File: config.mk
export PLATFORM = sky130hd
export DESIGN_NAME = gray_step_decoder
export DESIGN_NICKNAME = d
export VERILOG_FILES = /design/src/rtl/gray_pkg.sv /design/src/rtl/gray_to_bin.sv /design/src/rtl/gray_step_decoder.sv
export SDC_FILE = /design/constraint.sdc
export NUM_CORES = 1
export LEC_CHECK = 0
export ABC_CLOCK_PERIOD_IN_PS = 3000
export BUFFER_PORTS_ARGS = -buffer_cell sky130_fd_sc_hd__buf_2
export CAP_MARGIN = 20
export CORE_UTILIZATION = 53
export CTS_CLUSTER_DIAMETER = 200
export DETAILED_ROUTE_END_ITERATION = 7
export PLACE_DENSITY = 0.78
export SKIP_CTS_REPAIR_TIMING = 1
export SLEW_MARGIN = 10
export SYNTH_ARGS = -nofsm -noshare
export SYNTH_HDL_FRONTEND = slang
export SYNTH_SLANG_ARGS = --single-unit
File: constraint.sdc
create_clock -name clk -period 3 [get_ports clk]
set_input_delay 0.15 -clock clk [delete_from_list [all_inputs] [get_ports clk]]
set_output_delay 0.15 -clock clk [all_outputs]
set_load 0.02 [all_outputs]
File: src/rtl/gray_pkg.sv
// Shared definitions for gray-domain blocks: decoder state encoding and a gray-to-binary helper.
package gray_pkg;

  localparam int unsigned GRAY_MAX_W = 32;

  typedef enum logic [1:0] {
    ST_UNLOCKED = 2'd0,
    ST_LOCKED   = 2'd1,
    ST_SUSPECT  = 2'd2
  } state_e;

  // Each binary bit is the XOR of its gray bit and all more-significant gray bits.
  function automatic logic [GRAY_MAX_W-1:0] gray2bin(input logic [GRAY_MAX_W-1:0] g);
    logic [GRAY_MAX_W-1:0] b;
    b = g;
    for (int unsigned i = 1; i < GRAY_MAX_W; i++) begin
      b = b ^ (g >> i);
    end
    return b;
  endfunction

endpackage

File: src/rtl/gray_to_bin.sv
// Purely combinational reflected-binary gray to binary converter.
module gray_to_bin #(
  parameter int unsigned WIDTH = 3
) (
  input  logic [WIDTH-1:0] gray_i,
  output logic [WIDTH-1:0] bin_o
);

  always_comb begin
    bin_o = '0;
    bin_o[WIDTH-1] = gray_i[WIDTH-1];
    for (int i = int'(WIDTH) - 2; i >= 0; i--) begin
      bin_o[i] = bin_o[i+1] ^ gray_i[i];
    end
  end

endmodule

File: src/rtl/gray_step_decoder.sv
// Samples a gray code, converts it to binary and classifies each sample as hold/up/down/illegal,
// with lock tracking and a saturating error counter.
module gray_step_decoder
  import gray_pkg::*;
#(
  parameter int unsigned WIDTH     = 3,
  parameter int unsigned ERR_CNT_W = 8
) (
  input  logic                 clk,
  input  logic                 rst_n,
  input  logic [WIDTH-1:0]     gray_in,
  input  logic                 sample_en,
  input  logic                 clr_err,
  output logic [WIDTH-1:0]     bin_out,
  output logic                 step_up,
  output logic                 step_dn,
  output logic                 step_err,
  output logic                 locked,
  output logic [ERR_CNT_W-1:0] err_cnt
);

  state_e               state_q, state_d;
  logic [WIDTH-1:0]     bin_q, bin_d;
  logic                 up_q, up_d;
  logic                 dn_q, dn_d;
  logic                 err_q, err_d;
  logic                 locked_q, locked_d;
  logic [ERR_CNT_W-1:0] err_cnt_q, err_cnt_d;

  logic [WIDTH-1:0]     new_bin_c;
  logic [WIDTH-1:0]     diff_c;
  logic                 is_up_c, is_dn_c, is_err_c;

  gray_to_bin #(.WIDTH(WIDTH)) u_gray_to_bin (
    .gray_i (gray_in),
    .bin_o  (new_bin_c)
  );

  // Modular difference against the last accepted value.
  assign diff_c   = new_bin_c - bin_q;
  assign is_up_c  = (diff_c == WIDTH'(1));
  assign is_dn_c  = (diff_c == '1);
  assign is_err_c = (diff_c != '0) && !is_up_c && !is_dn_c;

  always_comb begin
    state_d  = state_q;
    bin_d    = bin_q;
    up_d     = 1'b0;
    dn_d     = 1'b0;
    err_d    = 1'b0;
    locked_d = locked_q;
    if (sample_en) begin
      bin_d = new_bin_c;
      unique case (state_q)
        ST_UNLOCKED: begin
          state_d  = ST_LOCKED;
          locked_d = 1'b1;
        end
        ST_LOCKED: begin
          if (is_err_c) begin
            err_d   = 1'b1;
            state_d = ST_SUSPECT;
          end else begin
            up_d = is_up_c;
            dn_d = is_dn_c;
          end
        end
        ST_SUSPECT: begin
          if (is_err_c) begin
            err_d    = 1'b1;
            state_d  = ST_UNLOCKED;
            locked_d = 1'b0;
          end else begin
            up_d    = is_up_c;
            dn_d    = is_dn_c;
            state_d = ST_LOCKED;
          end
        end
        default: begin
          state_d  = ST_UNLOCKED;
          locked_d = 1'b0;
        end
      endcase
    end
  end

  // Clear applies first so an error in the same cycle is still counted.
  always_comb begin
    err_cnt_d = clr_err ? '0 : err_cnt_q;
    if (err_d && (err_cnt_d != '1)) begin
      err_cnt_d = err_cnt_d + ERR_CNT_W'(1);
    end
  end

  always_ff @(posedge clk or negedge rst_n) begin
    if (!rst_n) begin
      state_q   <= ST_UNLOCKED;
      bin_q     <= '0;
      up_q      <= 1'b0;
      dn_q      <= 1'b0;
      err_q     <= 1'b0;
      locked_q  <= 1'b0;
      err_cnt_q <= '0;
    end else begin
      state_q   <= state_d;
      bin_q     <= bin_d;
      up_q      <= up_d;
      dn_q      <= dn_d;
      err_q     <= err_d;
      locked_q  <= locked_d;
      err_cnt_q <= err_cnt_d;
    end
  end

  assign bin_out  = bin_q;
  assign step_up  = up_q;
  assign step_dn  = dn_q;
  assign step_err = err_q;
  assign locked   = locked_q;
  assign err_cnt  = err_cnt_q;

endmodule

==> impl_metrics.env, run 1 <==
export IMPL_cts_made_buffers=3
export IMPL_die_area_um2=2150
export IMPL_grt_max_degree=18
export IMPL_grt_pass1_wl_um=3280
export IMPL_route_detailed_drc=0
export IMPL_cp_required_ps=3190
export IMPL_dp_hpwl_um=1500
export IMPL_fin_crit_ps=2520
export IMPL_grt_pass1_vias=741
export IMPL_fin_hold_ws_ps=151
export IMPL_rsz0062_at_grt="no"
export IMPL_synth_largest_area_cell="dfrtp_1"
export IMPL_totalWireLength_um=1980
export IMPL_register_area_um2=425
export IMPL_yosysSeqAreaShare_pct=40.7
export IMPL_vias=782
export IMPL_yosys_warnings=0
export IMPL_drive_above_1_share_pct=39.0
export IMPL_crit_type="in2reg"
export IMPL_start_util_pct=58.6
export IMPL_clk_pin_slew_worst_paths_ps=100
export IMPL_htreeDepth=1
export IMPL_worstPathMaxFanout=7
export IMPL_synth_cells=92
export IMPL_nets=133
export IMPL_firstDrtPassIters=4
export IMPL_hp_start="gray_in[2]"
export IMPL_core_area_um2=1780
export IMPL_power_density_nw_per_um2=633
export IMPL_ys_seq_elements=17
export IMPL_avgSynthCellArea_um2=11.4
export IMPL_gp_congestion=0.769
export IMPL_status="finished, final reports clean"
export IMPL_die_x_um=46.4
export IMPL_cts_buffer_depth=2
export IMPL_clock_fmax_ghz=0.397
export IMPL_viasPerCell=5.47
export IMPL_synth_distinct_cells=35
export IMPL_drtIter0Drc=24
export IMPL_crit_path_end_kind="flip-flop"
export IMPL_antenna_left=0
export IMPL_multi_input_area_um2=586
export IMPL_cts_tree="yes"
export IMPL_portBuffers=21
export IMPL_antenna_found_initial=0
export IMPL_synth_area_leaders="dfrtp_1, ha_1, mux2_4, nor2b_1, nor2_1"
export IMPL_drv_cap=0
export IMPL_synth_top_area_share_pct=40.7
export IMPL_syn2layout_area_growth_pct=16.6
export IMPL_setup_violations=0
export IMPL_drv_slew=0
export IMPL_n_antenna_cell=0
export IMPL_std_cell_rows=15
export IMPL_min_period_over_period_pct=83.9
export IMPL_hold_path_class="in2reg"
export IMPL_worstSetupStartpointType="input port"
export IMPL_r2r_start="bin_out[0]"
export IMPL_syn_nets=106
export IMPL_die_h_um=46.4
export IMPL_syn_area_um2=1040
export IMPL_gr_total_overflow=0
export IMPL_p_leak_nw=0.596
export IMPL_tns_ps=0
export IMPL_worstMarginPinSlew_ps=476
export IMPL_hold_viol=0
export IMPL_io_pin_count=22
export IMPL_clk_latency_ps=300
export IMPL_cts_sinks=17
export IMPL_grt_use_total_pct=22.5
export IMPL_root_buffer="clkbuf_4"
export IMPL_timing_slew_headroom_pct=68.2
export IMPL_crit_start="gray_in[2]"
export IMPL_fin_worst_skew_ps=2.63
export IMPL_avgRoutedWirePerCell_um=13.9
export IMPL_ir_drop_mv=0.375
export IMPL_fillers=138
export IMPL_cp_data_arrival_time_ps=2710
[cells by family (layout without fill, tap and decap cells)]
family | count (synthesis) | count (layout) | share of synthesized area, %
AOI/OAI and AO/OA | 8 | 8 | 5.87
xor gates and xnor gates | 5 | 5 | 5.63
adders and majority gates | 7 | 7 | 9.10
buffers and inverters | 7 | 33 | 3.23
DFF | 17 | 17 | 40.7
muxes | 9 | 9 | 11.7
and+or+nand+nor | 39 | 39 | 23.7
[routing by layer]
layer	GRT usage [%]	routed length (µm)	share of wire, %
met5	0	0	0
met3	3.14	75	3.8
met2	35.3	957	48
met1	29.3	902	45
met4	12.9	48	2.4
[Yosys cell counts]
library cell   n
inv_1          5
nor3_2         1
xor2_1         1
mux2_1         1
nand2b_1       3
buf_6          1
nand2_1        3
nor4b_2        1
o32ai_2        1
mux2i_2        1
ha_1           6
mux2_4         5
xnor2_1        3
dfrtp_1       17
nand4b_1       1
nor3b_2        1
nor4_2         1
a21oi_1        2
o21a_1         1
nand4_1        2
or3_4          1
nor2b_1        7
xnor3_2        1
a211oi_2       1
o21ai_1        1
clkbuf_1       1
nor4_1         3
o21ai_0        2
and2_2         1
mux2_2         2
nand3_1        3
fa_1           1
or3b_2         1
nor2_1         9
and3_2         1
[final timing paths]
| kind | depth (start not counted) | slack [ps] | endpoint |
|---|---|---|---|
| max | 10 | 480 | err_cnt[5] |
| min | 2 | 150 | bin_out[2] |
| max reg2reg | 7 | 600 | err_cnt[5] |
| min reg2reg | 1 | 530 | locked |
| max in group asynchronous | 2 | 2440 | bin_out[2] |
| min in group asynchronous | 2 | 290 | err_cnt[3] |
[cell usage in the layout, fill, tap and decap left out, types with 2 or more instances in the layout]
master and instances:
buf_4 2, mux2_4 5, dfrtp_1 17, buf_2 21, inv_1 5, a21oi_1 2, nor2_1 9, nand2_1 3
clkbuf_4 3, nor4_1 3, xnor2_1 3, o21ai_0 2, nand4_1 2, nand3_1 3, ha_1 6, mux2_2 2
nand2b_1 3, nor2b_1 7
[state kept, by name, indices dropped and copies added (netlist names)]
signal    count
err_cnt       8
bin_out       3
state_q       2
locked        1
step_dn       1
step_err      1
step_up       1
[metrics by stage]
stage | utilization (%) | area [µm²] | power, mW | instances | worst slack, ps
6_report | 68.4 | 1220 | 0.771 | 143 | 483
5_1_grt | 68.4 | 1220 | 0.821 | 143 | 340
4_1_cts | 67.8 | 1210 | 0.776 | 142 | 453
3_5_place_dp | 66.2 | 1180 | 0.648 | 138 | 140
3_3_place_gp | 66.2 | 1180 | 0.634 | 138 | 272
2_1_floorplan | - | 1040 | 0.563 | 92 | 528
[worst max-delay path, stage by stage]
cell	delay (ps)
buf_2	120
xor2_1	320
xnor2_1	180
ha_1	170
inv_1	50
fa_1	370
xnor3_2	270
mux2i_2	230
nor4_1	460
mux2_1	360
[area by class of cell]
type | instances | area share, %
Clock inverter | 1 | 0.411
Clock buffer | 3 | 1.85
Multi-Input combinational cell | 68 | 48.0
Tap cell | 25 | 2.57
Inverter | 5 | 1.54
Sequential cell | 17 | 34.9
Timing Repair Buffer | 24 | 10.7
[where the power goes]
group | total, mW | switching (mW) | internal, mW | leakage, nW
Combinational | 0.352 | 0.198 | 0.154 | 0.354
Clock | 0.125 | 0.0753 | 0.0498 | 0.0177
Sequential | 0.294 | 0.0249 | 0.269 | 0.225
Power figures use the tool's default switching activity.
==> inputs of run 2 (changes only) <==
--- a/config.mk
+++ b/config.mk
@@ -5,13 +5,13 @@
 export SDC_FILE = /design/constraint.sdc
 export NUM_CORES = 1
 export LEC_CHECK = 0
-export ABC_CLOCK_PERIOD_IN_PS = 3000
+export ABC_CLOCK_PERIOD_IN_PS = 2300
 export BUFFER_PORTS_ARGS = -buffer_cell sky130_fd_sc_hd__buf_2
 export CAP_MARGIN = 20
-export CORE_UTILIZATION = 53
+export CORE_UTILIZATION = 48
 export CTS_CLUSTER_DIAMETER = 200
 export DETAILED_ROUTE_END_ITERATION = 7
-export PLACE_DENSITY = 0.78
+export PLACE_DENSITY = 0.74
 export SKIP_CTS_REPAIR_TIMING = 1
 export SLEW_MARGIN = 10
 export SYNTH_ARGS = -nofsm -noshare
==> constraint.sdc (replaced) <==
create_clock -name clk -period 2.3 [get_ports clk]
set_input_delay 0.115 -clock clk [delete_from_list [all_inputs] [get_ports clk]]
set_output_delay 0.115 -clock clk [all_outputs]
set_load 0.02 [all_outputs]
==> impl_metrics.env, run 2 (same netlist as run 1, synthesis figures left out) <==
export IMPL_nets=140
export IMPL_final_common_cell="buf_2"
export IMPL_combinationalPowerShare_pct=50.9
export IMPL_worstSetupStartpointType="flip-flop"
export IMPL_p_leak_nw=0.636
export IMPL_p_sw_share_pct=38.2
export IMPL_dp_hpwl_um=1470
export IMPL_status="finished, final reports clean"
export IMPL_fin_ws_ps=62.6
export IMPL_root_buffer="clkbuf_4"
export IMPL_die_x_um=48.7
export IMPL_p_total_mw=1.11
export IMPL_place_ws_ps=-282
export IMPL_fin_worst_skew_ps=6.61
export IMPL_power_density_nw_per_um2=831
export IMPL_cts_sinks=17
export IMPL_setup_violations=0
export IMPL_final_cells=152
export IMPL_viasPerCell=5.32
export IMPL_fin_crit_ps=2240
export IMPL_crit_type="reg2reg"
export IMPL_multi_input_area_um2=647
export IMPL_hold_viol=0
export IMPL_io_pin_count=22
export IMPL_clock_fmax_ghz=0.447
export IMPL_path_cells="ha_1, inv_1, fa_2, xnor3_2, mux2i_4, or3_4, mux2_4"
export IMPL_antenna_found_initial=0
export IMPL_die_area_um2=2370
export IMPL_n_antenna_cell=0
export IMPL_min_period_over_period_pct=97.3
export IMPL_internal_power_mw=0.686
export IMPL_grt_max_degree=18
export IMPL_portBuffers=21
export IMPL_route_detailed_drc=0
export IMPL_vias=809
export IMPL_final_util_pct=66.7
export IMPL_pwr_share_seq_pct=34.4
export IMPL_timing_slew_headroom_pct=55.3
export IMPL_antenna_left=0
export IMPL_drtIter0Drc=2
export IMPL_crit_path_end_kind="flip-flop"
export IMPL_hold_path_class="in2reg"
export IMPL_gp_congestion=0.781
export IMPL_clk_latency_ps=300
export IMPL_r2r_start="bin_out[0]"
export IMPL_fillers=163
export IMPL_ir_drop_mv=0.484
export IMPL_std_cell_rows=16
export IMPL_placed_cells=147
export IMPL_tns_ps=0
export IMPL_gr_total_overflow=0
export IMPL_cts_made_buffers=3
export IMPL_grt_use_total_pct=19.7
export IMPL_register_area_um2=427
export IMPL_clk_pin_slew_worst_paths_ps=100
export IMPL_cts_tree="yes"
export IMPL_cp_slowest_cell="or3_4"
export IMPL_final_cell_mix="buf_2, dfrtp_1, nor2_1, buf_4, nor2b_1"
export IMPL_drv_cap=0
export IMPL_htreeDepth=1
export IMPL_rsz0062_at_grt="yes"
export IMPL_cp_required_ps=2490
export IMPL_totalWireLength_um=2020
export IMPL_drive_above_1_share_pct=45.6
export IMPL_firstDrtPassIters=2
export IMPL_worstPathMaxFanout=6
export IMPL_syn2layout_area_growth_pct=27.8
export IMPL_core_area_um2=2000
export IMPL_start_util_pct=52.2
export IMPL_max_stage_delay_ps=410
export IMPL_cts_buffer_depth=2
export IMPL_largest_reg_flops=8
export IMPL_crit_start="bin_out[0]"
export IMPL_hp_start="sample_en"
export IMPL_die_h_um=48.7
export IMPL_clockPowerShare_pct=14.7
export IMPL_grt_pass1_wl_um=3580
export IMPL_worstMarginPinSlew_ps=668
export IMPL_p_switching_mw=0.424
export IMPL_cp_data_arrival_time_ps=2430
export IMPL_drv_slew=0
export IMPL_avgRoutedWirePerCell_um=13.3
export IMPL_grt_pass1_vias=835
==> run 2: cell type report <==
class	count	share of cell area, %
Clock buffer	4	1.97
Inverter	5	1.41
Multi-Input combinational cell	68	48.5
Sequential cell	17	32.0
Tap cell	27	2.53
Timing Repair Buffer	31	13.7
==> run 2: metrics by stage <==
stage          area (µm²)  hold slack [ps]
2_1_floorplan        1070             -181
3_3_place_gp         1260             56.2
6_report             1340              126
4_1_cts              1290             -268
5_1_grt              1340              136
3_5_place_dp         1260             60.4
==> run 2: routing by layer <==
layer | global-route usage, % | up-vias | part of all wire [%]
li1 | - | 388 | -
met1 | 24.7 | 398 | 45
met2 | 33.3 | 18 | 50
met3 | 2.83 | 5 | 2.8
met4 | 8.82 | 0 | 2.0
met5 | 0 | - | 0
==> run 2: power groups by stage <==
stage / Combinational, mW / Clock (mW) / Sequential (mW)
floorplan: 0.312 / 0 / 0.432
detailed placement: 0.526 / 0 / 0.388
finish: 0.564 / 0.163 / 0.382
global placement: 0.509 / 0 / 0.385
global route: 0.612 / 0.178 / 0.391
CTS: 0.529 / 0.171 / 0.382
==> run 2: worst paths after layout <==
path	cells past startpoint	endpoint	slack, ps
hold reg to reg	1	locked	520
max in group asynchronous	2	bin_out[0]	1730
min in group asynchronous	2	err_cnt[5]	260
hold / removal	2	bin_out[1]	130
setup / recovery	7	err_cnt[1]	60
setup reg to reg	7	err_cnt[1]	60
==> run 2: worst max-delay path: cells and delay by family, from the launching register on <==
family / cells / cell delay (ps)
muxes: 2 / 530
adders and majority gates: 2 / 490
and+or+nand+nor: 1 / 410
DFF: 1 / 380
xor gates and xnor gates: 1 / 280
buffers and inverters: 1 / 60
